## src/rtl/d_sram_axi_bridge_if.sv

```systemverilog
// Bundle of the D-cache SRAM-like port and the single-beat AXI3 port seen by d_sram_axi_bridge.
// master = bridge side; slave = cache + AXI interconnect side.
interface d_sram_axi_bridge_if #(
    parameter int unsigned ID_W = 4
);
    logic            data_req;
    logic            data_wr;
    logic [1:0]      data_size;
    logic [31:0]     data_addr;
    logic [31:0]     data_wdata;
    logic [31:0]     data_rdata;
    logic            data_addr_ok;
    logic            data_data_ok;

    logic [ID_W-1:0] arid;
    logic [31:0]     araddr;
    logic [2:0]      arsize;
    logic            arvalid;
    logic [7:0]      arlen;
    logic [1:0]      arburst;
    logic [1:0]      arlock;
    logic [3:0]      arcache;
    logic [2:0]      arprot;
    logic            arready;

    logic [ID_W-1:0] rid;
    logic [31:0]     rdata;
    logic [1:0]      rresp;
    logic            rlast;
    logic            rvalid;
    logic            rready;

    logic [ID_W-1:0] awid;
    logic [31:0]     awaddr;
    logic [2:0]      awsize;
    logic            awvalid;
    logic [7:0]      awlen;
    logic [1:0]      awburst;
    logic [1:0]      awlock;
    logic [3:0]      awcache;
    logic [2:0]      awprot;
    logic            awready;

    logic [ID_W-1:0] wid;
    logic [31:0]     wdata;
    logic [3:0]      wstrb;
    logic            wlast;
    logic            wvalid;
    logic            wready;

    logic [ID_W-1:0] bid;
    logic [1:0]      bresp;
    logic            bvalid;
    logic            bready;

    modport master (
        input  data_req, data_wr, data_size, data_addr, data_wdata,
        output data_rdata, data_addr_ok, data_data_ok,
        output arid, araddr, arsize, arvalid, arlen, arburst, arlock, arcache, arprot,
        input  arready,
        input  rid, rdata, rresp, rlast, rvalid,
        output rready,
        output awid, awaddr, awsize, awvalid, awlen, awburst, awlock, awcache, awprot,
        input  awready,
        output wid, wdata, wstrb, wlast, wvalid,
        input  wready,
        input  bid, bresp, bvalid,
        output bready
    );

    modport slave (
        output data_req, data_wr, data_size, data_addr, data_wdata,
        input  data_rdata, data_addr_ok, data_data_ok,
        input  arid, araddr, arsize, arvalid, arlen, arburst, arlock, arcache, arprot,
        output arready,
        output rid, rdata, rresp, rlast, rvalid,
        input  rready,
        input  awid, awaddr, awsize, awvalid, awlen, awburst, awlock, awcache, awprot,
        output awready,
        input  wid, wdata, wstrb, wlast, wvalid,
        output wready,
        output bid, bresp, bvalid,
        input  bready
    );
endinterface

```

## src/rtl/d_sram_axi_bridge.sv

```systemverilog
// D-cache SRAM-like port to single-beat AXI3 bridge, one transaction outstanding.
// Optional BRIDGE_BUS_ERR_EN adds a sticky bus_err_o flag for non-OKAY R/B responses.
module d_sram_axi_bridge #(
    parameter int unsigned ID_W  = 4,
    parameter int unsigned RD_ID = 0,
    parameter int unsigned WR_ID = 1
) (
    input  logic clk,
    input  logic rst,
    d_sram_axi_bridge_if.master bus_io
`ifdef BRIDGE_BUS_ERR_EN
    ,
    output logic bus_err_o
`endif
);

    typedef enum logic [2:0] {StIdle, StRdA, StRdD, StWrAw, StWrB} state_e;

    state_e      state_q, state_d;
    logic [31:0] addr_q, addr_d;
    logic [1:0]  size_q, size_d;
    logic [31:0] wdata_q, wdata_d;
    logic        aw_done_q, aw_done_d;
    logic        w_done_q, w_done_d;
    logic [3:0]  wstrb;

    always_ff @(posedge clk or posedge rst) begin
        if (rst) begin
            state_q   <= StIdle;
            addr_q    <= '0;
            size_q    <= '0;
            wdata_q   <= '0;
            aw_done_q <= 1'b0;
            w_done_q  <= 1'b0;
        end else begin
            state_q   <= state_d;
            addr_q    <= addr_d;
            size_q    <= size_d;
            wdata_q   <= wdata_d;
            aw_done_q <= aw_done_d;
            w_done_q  <= w_done_d;
        end
    end

    always_comb begin
        state_d   = state_q;
        addr_d    = addr_q;
        size_d    = size_q;
        wdata_d   = wdata_q;
        aw_done_d = aw_done_q;
        w_done_d  = w_done_q;
        unique case (state_q)
            StIdle: begin
                if (bus_io.data_req) begin
                    addr_d    = bus_io.data_addr;
                    size_d    = bus_io.data_size;
                    wdata_d   = bus_io.data_wdata;
                    aw_done_d = 1'b0;
                    w_done_d  = 1'b0;
                    state_d   = bus_io.data_wr ? StWrAw : StRdA;
                end
            end
            StRdA: if (bus_io.arready) state_d = StRdD;
            StRdD: if (bus_io.rvalid) state_d = StIdle;
            StWrAw: begin
                // AW and W complete independently; leave once both have handshaken.
                aw_done_d = aw_done_q | bus_io.awready;
                w_done_d  = w_done_q | bus_io.wready;
                if (aw_done_d && w_done_d) state_d = StWrB;
            end
            StWrB: if (bus_io.bvalid) state_d = StIdle;
            default: state_d = StIdle;
        endcase
    end

    always_comb begin
        unique case (size_q)
            2'd0:    wstrb = 4'b0001 << addr_q[1:0];
            2'd1:    wstrb = addr_q[1] ? 4'b1100 : 4'b0011;
            default: wstrb = 4'b1111;
        endcase
    end

    assign bus_io.data_addr_ok = (state_q == StIdle) && bus_io.data_req;
    assign bus_io.data_data_ok = ((state_q == StRdD) && bus_io.rvalid) ||
                                 ((state_q == StWrB) && bus_io.bvalid);
    assign bus_io.data_rdata   = bus_io.rdata;

    assign bus_io.arid    = ID_W'(RD_ID);
    assign bus_io.araddr  = addr_q;
    assign bus_io.arsize  = {1'b0, size_q};
    assign bus_io.arvalid = (state_q == StRdA);
    assign bus_io.arlen   = 8'd0;
    assign bus_io.arburst = 2'b01;
    assign bus_io.arlock  = 2'b00;
    assign bus_io.arcache = 4'd0;
    assign bus_io.arprot  = 3'd0;
    assign bus_io.rready  = (state_q == StRdD);

    assign bus_io.awid    = ID_W'(WR_ID);
    assign bus_io.awaddr  = addr_q;
    assign bus_io.awsize  = {1'b0, size_q};
    assign bus_io.awvalid = (state_q == StWrAw) && !aw_done_q;
    assign bus_io.awlen   = 8'd0;
    assign bus_io.awburst = 2'b01;
    assign bus_io.awlock  = 2'b00;
    assign bus_io.awcache = 4'd0;
    assign bus_io.awprot  = 3'd0;

    assign bus_io.wid     = ID_W'(WR_ID);
    assign bus_io.wdata   = wdata_q;
    assign bus_io.wstrb   = wstrb;
    assign bus_io.wlast   = 1'b1;
    assign bus_io.wvalid  = (state_q == StWrAw) && !w_done_q;
    assign bus_io.bready  = (state_q == StWrB);

    // IDs and rlast carry no information with a single transaction in flight.
    logic unused_resp;
    assign unused_resp = ^{bus_io.rid, bus_io.rlast, bus_io.bid, bus_io.rresp, bus_io.bresp};

`ifdef BRIDGE_BUS_ERR_EN
    logic bus_err_q;

    always_ff @(posedge clk or posedge rst) begin
        if (rst) begin
            bus_err_q <= 1'b0;
        end else if (((state_q == StRdD) && bus_io.rvalid && (bus_io.rresp != 2'b00)) ||
                     ((state_q == StWrB) && bus_io.bvalid && (bus_io.bresp != 2'b00))) begin
            bus_err_q <= 1'b1;
        end
    end

    assign bus_err_o = bus_err_q;
`endif

endmodule
```

## src/flat_wrapper.sv

```systemverilog
// flat-port wrapper written by rule: the top's interface ports become plain ports
module d_sram_axi_bridge_flat 
#(
    parameter int unsigned ID_W  = 4,
    parameter int unsigned RD_ID = 0,
    parameter int unsigned WR_ID = 1
)
  (clk, rst, bus_io_data_req, bus_io_data_wr, bus_io_data_size, bus_io_data_addr, bus_io_data_wdata, bus_io_data_rdata, bus_io_data_addr_ok, bus_io_data_data_ok, bus_io_arid, bus_io_araddr, bus_io_arsize, bus_io_arvalid, bus_io_arlen, bus_io_arburst, bus_io_arlock, bus_io_arcache, bus_io_arprot, bus_io_arready, bus_io_rid, bus_io_rdata, bus_io_rresp, bus_io_rlast, bus_io_rvalid, bus_io_rready, bus_io_awid, bus_io_awaddr, bus_io_awsize, bus_io_awvalid, bus_io_awlen, bus_io_awburst, bus_io_awlock, bus_io_awcache, bus_io_awprot, bus_io_awready, bus_io_wid, bus_io_wdata, bus_io_wstrb, bus_io_wlast, bus_io_wvalid, bus_io_wready, bus_io_bid, bus_io_bresp, bus_io_bvalid, bus_io_bready);
  d_sram_axi_bridge_if #(.ID_W(ID_W)) bus_io_i ();
  input  logic clk;
  input  logic rst;
  input wire logic [$bits(bus_io_i.data_req)-1:0] bus_io_data_req;
  input wire logic [$bits(bus_io_i.data_wr)-1:0] bus_io_data_wr;
  input wire logic [$bits(bus_io_i.data_size)-1:0] bus_io_data_size;
  input wire logic [$bits(bus_io_i.data_addr)-1:0] bus_io_data_addr;
  input wire logic [$bits(bus_io_i.data_wdata)-1:0] bus_io_data_wdata;
  output wire logic [$bits(bus_io_i.data_rdata)-1:0] bus_io_data_rdata;
  output wire logic [$bits(bus_io_i.data_addr_ok)-1:0] bus_io_data_addr_ok;
  output wire logic [$bits(bus_io_i.data_data_ok)-1:0] bus_io_data_data_ok;
  output wire logic [$bits(bus_io_i.arid)-1:0] bus_io_arid;
  output wire logic [$bits(bus_io_i.araddr)-1:0] bus_io_araddr;
  output wire logic [$bits(bus_io_i.arsize)-1:0] bus_io_arsize;
  output wire logic [$bits(bus_io_i.arvalid)-1:0] bus_io_arvalid;
  output wire logic [$bits(bus_io_i.arlen)-1:0] bus_io_arlen;
  output wire logic [$bits(bus_io_i.arburst)-1:0] bus_io_arburst;
  output wire logic [$bits(bus_io_i.arlock)-1:0] bus_io_arlock;
  output wire logic [$bits(bus_io_i.arcache)-1:0] bus_io_arcache;
  output wire logic [$bits(bus_io_i.arprot)-1:0] bus_io_arprot;
  input wire logic [$bits(bus_io_i.arready)-1:0] bus_io_arready;
  input wire logic [$bits(bus_io_i.rid)-1:0] bus_io_rid;
  input wire logic [$bits(bus_io_i.rdata)-1:0] bus_io_rdata;
  input wire logic [$bits(bus_io_i.rresp)-1:0] bus_io_rresp;
  input wire logic [$bits(bus_io_i.rlast)-1:0] bus_io_rlast;
  input wire logic [$bits(bus_io_i.rvalid)-1:0] bus_io_rvalid;
  output wire logic [$bits(bus_io_i.rready)-1:0] bus_io_rready;
  output wire logic [$bits(bus_io_i.awid)-1:0] bus_io_awid;
  output wire logic [$bits(bus_io_i.awaddr)-1:0] bus_io_awaddr;
  output wire logic [$bits(bus_io_i.awsize)-1:0] bus_io_awsize;
  output wire logic [$bits(bus_io_i.awvalid)-1:0] bus_io_awvalid;
  output wire logic [$bits(bus_io_i.awlen)-1:0] bus_io_awlen;
  output wire logic [$bits(bus_io_i.awburst)-1:0] bus_io_awburst;
  output wire logic [$bits(bus_io_i.awlock)-1:0] bus_io_awlock;
  output wire logic [$bits(bus_io_i.awcache)-1:0] bus_io_awcache;
  output wire logic [$bits(bus_io_i.awprot)-1:0] bus_io_awprot;
  input wire logic [$bits(bus_io_i.awready)-1:0] bus_io_awready;
  output wire logic [$bits(bus_io_i.wid)-1:0] bus_io_wid;
  output wire logic [$bits(bus_io_i.wdata)-1:0] bus_io_wdata;
  output wire logic [$bits(bus_io_i.wstrb)-1:0] bus_io_wstrb;
  output wire logic [$bits(bus_io_i.wlast)-1:0] bus_io_wlast;
  output wire logic [$bits(bus_io_i.wvalid)-1:0] bus_io_wvalid;
  input wire logic [$bits(bus_io_i.wready)-1:0] bus_io_wready;
  input wire logic [$bits(bus_io_i.bid)-1:0] bus_io_bid;
  input wire logic [$bits(bus_io_i.bresp)-1:0] bus_io_bresp;
  input wire logic [$bits(bus_io_i.bvalid)-1:0] bus_io_bvalid;
  output wire logic [$bits(bus_io_i.bready)-1:0] bus_io_bready;
  assign bus_io_i.data_req = bus_io_data_req;
  assign bus_io_i.data_wr = bus_io_data_wr;
  assign bus_io_i.data_size = bus_io_data_size;
  assign bus_io_i.data_addr = bus_io_data_addr;
  assign bus_io_i.data_wdata = bus_io_data_wdata;
  assign bus_io_data_rdata = bus_io_i.data_rdata;
  assign bus_io_data_addr_ok = bus_io_i.data_addr_ok;
  assign bus_io_data_data_ok = bus_io_i.data_data_ok;
  assign bus_io_arid = bus_io_i.arid;
  assign bus_io_araddr = bus_io_i.araddr;
  assign bus_io_arsize = bus_io_i.arsize;
  assign bus_io_arvalid = bus_io_i.arvalid;
  assign bus_io_arlen = bus_io_i.arlen;
  assign bus_io_arburst = bus_io_i.arburst;
  assign bus_io_arlock = bus_io_i.arlock;
  assign bus_io_arcache = bus_io_i.arcache;
  assign bus_io_arprot = bus_io_i.arprot;
  assign bus_io_i.arready = bus_io_arready;
  assign bus_io_i.rid = bus_io_rid;
  assign bus_io_i.rdata = bus_io_rdata;
  assign bus_io_i.rresp = bus_io_rresp;
  assign bus_io_i.rlast = bus_io_rlast;
  assign bus_io_i.rvalid = bus_io_rvalid;
  assign bus_io_rready = bus_io_i.rready;
  assign bus_io_awid = bus_io_i.awid;
  assign bus_io_awaddr = bus_io_i.awaddr;
  assign bus_io_awsize = bus_io_i.awsize;
  assign bus_io_awvalid = bus_io_i.awvalid;
  assign bus_io_awlen = bus_io_i.awlen;
  assign bus_io_awburst = bus_io_i.awburst;
  assign bus_io_awlock = bus_io_i.awlock;
  assign bus_io_awcache = bus_io_i.awcache;
  assign bus_io_awprot = bus_io_i.awprot;
  assign bus_io_i.awready = bus_io_awready;
  assign bus_io_wid = bus_io_i.wid;
  assign bus_io_wdata = bus_io_i.wdata;
  assign bus_io_wstrb = bus_io_i.wstrb;
  assign bus_io_wlast = bus_io_i.wlast;
  assign bus_io_wvalid = bus_io_i.wvalid;
  assign bus_io_i.wready = bus_io_wready;
  assign bus_io_i.bid = bus_io_bid;
  assign bus_io_i.bresp = bus_io_bresp;
  assign bus_io_i.bvalid = bus_io_bvalid;
  assign bus_io_bready = bus_io_i.bready;
  d_sram_axi_bridge #(.ID_W(ID_W), .RD_ID(RD_ID), .WR_ID(WR_ID)) u_core (.clk(clk), .rst(rst), .bus_io(bus_io_i));
endmodule
```

## config.mk

```make
export PLATFORM = sky130hd
export DESIGN_NAME = d_sram_axi_bridge_flat
export DESIGN_NICKNAME = d
export VERILOG_FILES = /design/src/rtl/d_sram_axi_bridge_if.sv /design/src/rtl/d_sram_axi_bridge.sv /design/src/flat_wrapper.sv
export SDC_FILE = /design/constraint.sdc
export NUM_CORES = 1
export LEC_CHECK = 0
export CORE_MARGIN = 10
export CORE_UTILIZATION = 32
export DETAILED_ROUTE_END_ITERATION = 8
export MAX_ROUTING_LAYER = met4
export PLACE_DENSITY = 0.8
export SLEW_MARGIN = 20
export SYNTH_ARGS = -nofsm -noshare
export SYNTH_HDL_FRONTEND = slang
export SYNTH_SLANG_ARGS = --single-unit
export TNS_END_PERCENT = 50
```

## constraint.sdc

```tcl
create_clock -name clk -period 3.2 [get_ports clk]
set_input_delay 0.64 -clock clk [delete_from_list [all_inputs] [get_ports clk]]
set_output_delay 0.64 -clock clk [all_outputs]
set_load 0.05 [all_outputs]
```

# Word-level counts from Yosys, hierarchy flattened
# Index checks and enable logic that the tools add are counted.
# totals
inputBits,120
out_inout_bits,196
word_cells,46
reg_bits,71
# classes
n_reduce_logical,15
n_bitwise,2
shifts,1
muxes,12
eq_ne,10
# ops
cell,n
$mux 3,5
$pmux 3 s5,1
$pmux 4 s2,1
$eq 3x2->1 const B,2
$logic_and 1x1->1,6
$ne 2x2->1 const B,3
$reduce_and 5->1,1
$mux 4,1
$ne 2x1->1 const B,2
$pmux 1 s2,2
$reduce_and 2->1,2
$shl 1x2->4 const A,1
$eq 3x1->1 const B,1
$eq 3x3->1 const B,1
$logic_not 3->1,1
$eq 2x1->1 const B,1
$logic_not 1->1,2
$logic_not 2->1,1
$mux 2,1
$or 1x1->1,2
$reduce_bool 2->1,1
$logic_or 1x1->1,1
$mux 1,1

# Logic depth before layout (Yosys ltp)
# depth
word_depth,4
ltp_mapped,6
ltp_nobuf,3

# Worst setup path after synthesis
# OpenSTA, ideal clock, no wires.
# synth_path
path_type,reg-to-output
startpoint,register u_core.state_q[1]
endpoint,output bus_io_rready
stages_incl_launch_ff,3
setup_slack_ps,693
n_path_buf,1
required_ps,2560
arrival_ps,1867
path_cell_list,dfrtp_1 -> clkbuf_1 -> nor3b_1
# synth_between
elab_chain_cells,1
# synth_lines
item,line,rtl
start: declaration,d_sram_axi_bridge.sv:19,"state_e state_q, state_d;"
start signal: assignment,d_sram_axi_bridge.sv:29,state_q <= StIdle;
start signal: assignment,d_sram_axi_bridge.sv:36,state_q <= state_d;
$eq 3x2->1,d_sram_axi_bridge.sv:98,assign bus_io.rready = (state_q == StRdD);
end: declaration,flat_wrapper.sv:35,output wire logic [$bits(bus_io_i.rready)-1:0] bus_io_rready;
# Every way passes these cells.

# Worst setup path in the final report
# layout_path
startpoint,register u_core.state_q[0]
endpoint,output bus_io_awvalid
# layout_between
elab_chain_cells,2
# layout_lines
item,line,rtl
$eq 3x2->1,d_sram_axi_bridge.sv:103,assign bus_io.awvalid = (state_q == StWrAw) && !aw_done_q;
$logic_and 1x1->1,d_sram_axi_bridge.sv:103,
end: declaration,flat_wrapper.sv:39,output wire logic [$bits(bus_io_i.awvalid)-1:0] bus_io_awvalid;
# Every way passes these cells.

==> metrics.md <==
| Metric | Value |
|---|---|
| Core footprint | ~11000 sq um |
| Status | complete, no violations |
| Die extent in x | about 130 microns |
| Setup_tns | 0 ps |
| Final setup viols | 0 |
| Worst hold path type | register to register |
| Multiplexer share of the synthesized area | 0.2023 |
| First-pass GRT wire length | between 15000 and 20000 microns |
| Compound-Gate Fraction of Synth Area | 0.02383 |
| Layout Skew | approximately 4.3 ps |
| Post-synthesis simple-gate area fraction | 0.03456 |
| Total GRT Usage | 0.1284 |
| TritonCTS clock tree | yes |
| Full die area | 16370 sq um |
| Clock Sinks | a little over 70 |
| IO Port Bufs | around 190 |
| Largest net degree at the start of global routing | 40 |
| Final nets | about 550 |
| XOR/XNOR Fraction of Synth Area | 0 |
| Synth Area per Inst | 12.18 sq um |
| Synth unique cells | 27 |
| Ratio of final minimum period to clock period | 0.8985 |
| Max Slew Vio Count | 0 |
| Largest family of logic cells by synthesized area | buffers and inverters |
| # diodes | 0 |
| Total number of vias | between 2000 and 2500 |
| HPWL after DPL | approximately 8900 microns |
| Vias in the first global route | 2757 |
| WL final | approximately 11000 microns |
| Worst setup EP type | output pin |
| GPL Wtd Cong | approximately 0.8 |
| Post-cts repair resize count | 0 |
| Post-CTS Hold Fix Bufs | 0 |
| Hold Vio Cnt, Final | 0 |
| Slew headroom | 0.6203 |
| Yosys reg bits | 71 |
| Synth Cell Area | 3729 sq um |
| Post-Syn Instances | 306 |
| Routed wire per std cell | 18.77 microns |
| Postcts setup bufs | 0 |
| Via density | around 4.2 |
| Least-Margin Pin Slew | 567.7 ps |
| Final Critical Period | 2875 ps |
| GRT Residual Overflow | 0 |
| WP data arrival | roughly 2200 ps |
| Drt first pass iters | 4 |
| Worst path cell trace | nor2b_1 > nand2_1 > nor2_1 > clkdlybuf4s50_1 |
| CTS root buf | clkbuf_16 |
| CTS Buf Count | 9 |
| Starting density of the core | 0.3265 |
| H-tree levels | 3 |
| Clock latency on the worst-skew pair | approximately 330 ps |
| Max-cap viol count | 0 |
| Crit Path Max Fanout | 10 |
| Highest clock rate | roughly 0.35 GHz |
| Layout fillers | 1035 |
| Area Overhead vs Synth | 43.25% |
| Share of cells above drive strength 1 | 0.1709 |
| Final ANT Viol Nets | 0 |
| Delay of the slowest critical-path stage | a little over 800 ps |
| Drt drc | 0 |
| Ports | ~320 |
| Critical path required time | between 2000 and 3000 ps |
| Unrepaired setup endpoints after global routing | no |
| Sequential share of the synthesized area | 0.4765 |
| Clock-pin slew on the worst setup and hold paths | around 60 ps |
| Initial antenna violation count | 0 |
| Setup CP Type | register to output pin |
| Startpoint class of the critical path | register |
| Worst path slowest cell | clkdlybuf4s50_1 |
| Iter 0 DRT Violations | 42 |
| Die height | between 100 and 150 microns |
| Synth warn | 0 |
| Adder-cell share of the synthesized area | 0 |
| Max clock buf depth | 2 |
| Cell Rows | 39 |
==> state kept, by name (all words and copies together) (netlist names) <==
signal and cells:
u_core.bus_io.araddr 32, u_core.aw_done_q 1, u_core.size_q 2, u_core.bus_io.wdata 32, u_core.w_done_q 1, u_core.state_q 3
==> placed cells by master (no fill, tap or decap), drive strengths merged, types with 2 or more instances in the layout <==
cell type / instances
clkinvlp: 2
nand3b: 2
clkinv: 3
o21bai: 2
conb: 53
mux2: 65
nor2: 6
a21oi: 6
buf: 6
clkdlybuf4s50: 183
dfrtp: 71
a21o: 2
nor3b: 2
nand2: 2
inv: 5
nor2b: 3
clkbuf: 9
==> kinds of logic after synthesis <==
| kind of cell | Yosys count |
|---|---|
| buf+inv | 133 |
| mux | 66 |
| other cells | 2 |
| flops | 71 |
| compound gates | 14 |
| simple gates | 20 |
==> routing by layer <==
| metal | up-vias | global-route usage | share of wire |
|---|---|---|---|
| met5 | - | - | 0 |
| met4 | 0 | 0.05894 | 0.024 |
| met3 | 22 | 0.05914 | 0.12 |
| met2 | 169 | 0.2132 | 0.51 |
| met1 | 1174 | 0.1259 | 0.35 |
| li1 | 1079 | - | - |
==> through the flow <==
| stage | util | setup slack, ps | instances | hold slack, ps | cell area [sq um] |
|---|---|---|---|---|---|
| floorplan | - | 693.1 | 357 | 521.8 | 3920 |
| global placement | 0.4417 | 634.0 | 560 | 477.8 | 5044 |
| detailed placement | 0.4417 | 618.9 | 560 | 482.0 | 5044 |
| CTS | 0.4678 | 317.4 | 576 | 499.9 | 5341 |
| global route | 0.4678 | 145.9 | 576 | 521.9 | 5341 |
| finish | 0.4678 | 324.8 | 576 | 491.1 | 5341 |
==> worst max-delay path, delay by kind of cell (launching register included) <==
| kind | cells | cell delay, ps |
|---|---|---|
| buffers and inverters | 1 | 820 |
| flip-flops | 1 | 550 |
| AND/OR/NAND/NOR | 3 | 540 |
==> final cells by class <==
| class | instances | area (sq um) | area share |
|---|---|---|---|
| timing repair buffer | 189 | 1902 | 0.3561 |
| sequential | 71 | 1777 | 0.3326 |
| multi-input combinational | 153 | 1171 | 0.2193 |
| clock buffer | 9 | 225.2 | 0.04216 |
| tap | 143 | 178.9 | 0.03350 |
| clock inverter | 7 | 72.57 | 0.01359 |
| inverter | 4 | 15.01 | 0.002811 |
==> worst paths after layout <==
check,start,to,slack [ps],cells after the start
setup / recovery,u_core.state_q[0],bus_io_awvalid,320,4
max in group asynchronous,rst,u_core.bus_io.wdata[20],2090,3
min in group asynchronous,rst,u_core.bus_io.araddr[24],730,3
hold reg to reg,u_core.bus_io.wdata[17],u_core.bus_io.wdata[17],490,1
hold / removal,u_core.bus_io.wdata[17],u_core.bus_io.wdata[17],490,1
setup reg to reg,u_core.state_q[1],u_core.bus_io.wdata[12],1260,3
==> Yosys cell counts, drive strengths merged <==
cell       n  area share
a211o      1      0.0023
a21o       2      0.0040
a21oi      6      0.0081
and2       1      0.0017
buf      128        0.26
clkbuf     1      0.0010
conb       2      0.0020
dfrtp     71        0.48
inv        4      0.0040
mux2      65        0.20
mux4       1      0.0060
nand2      2      0.0020
nand2b     1      0.0017
nand3      1      0.0013
nand3b     2      0.0040
nor2       6      0.0060
nor2b      3      0.0050
nor3b      2      0.0040
nor4b      1      0.0064
o21ai      1      0.0013
o21bai     2      0.0040
o22ai      1      0.0017
o2bb2ai    1      0.0023
or3b       1      0.0023
Power is left out: the tool's default activity adds up to more than one toggle a clock period on the data nets, which glitch-free logic cannot reach.
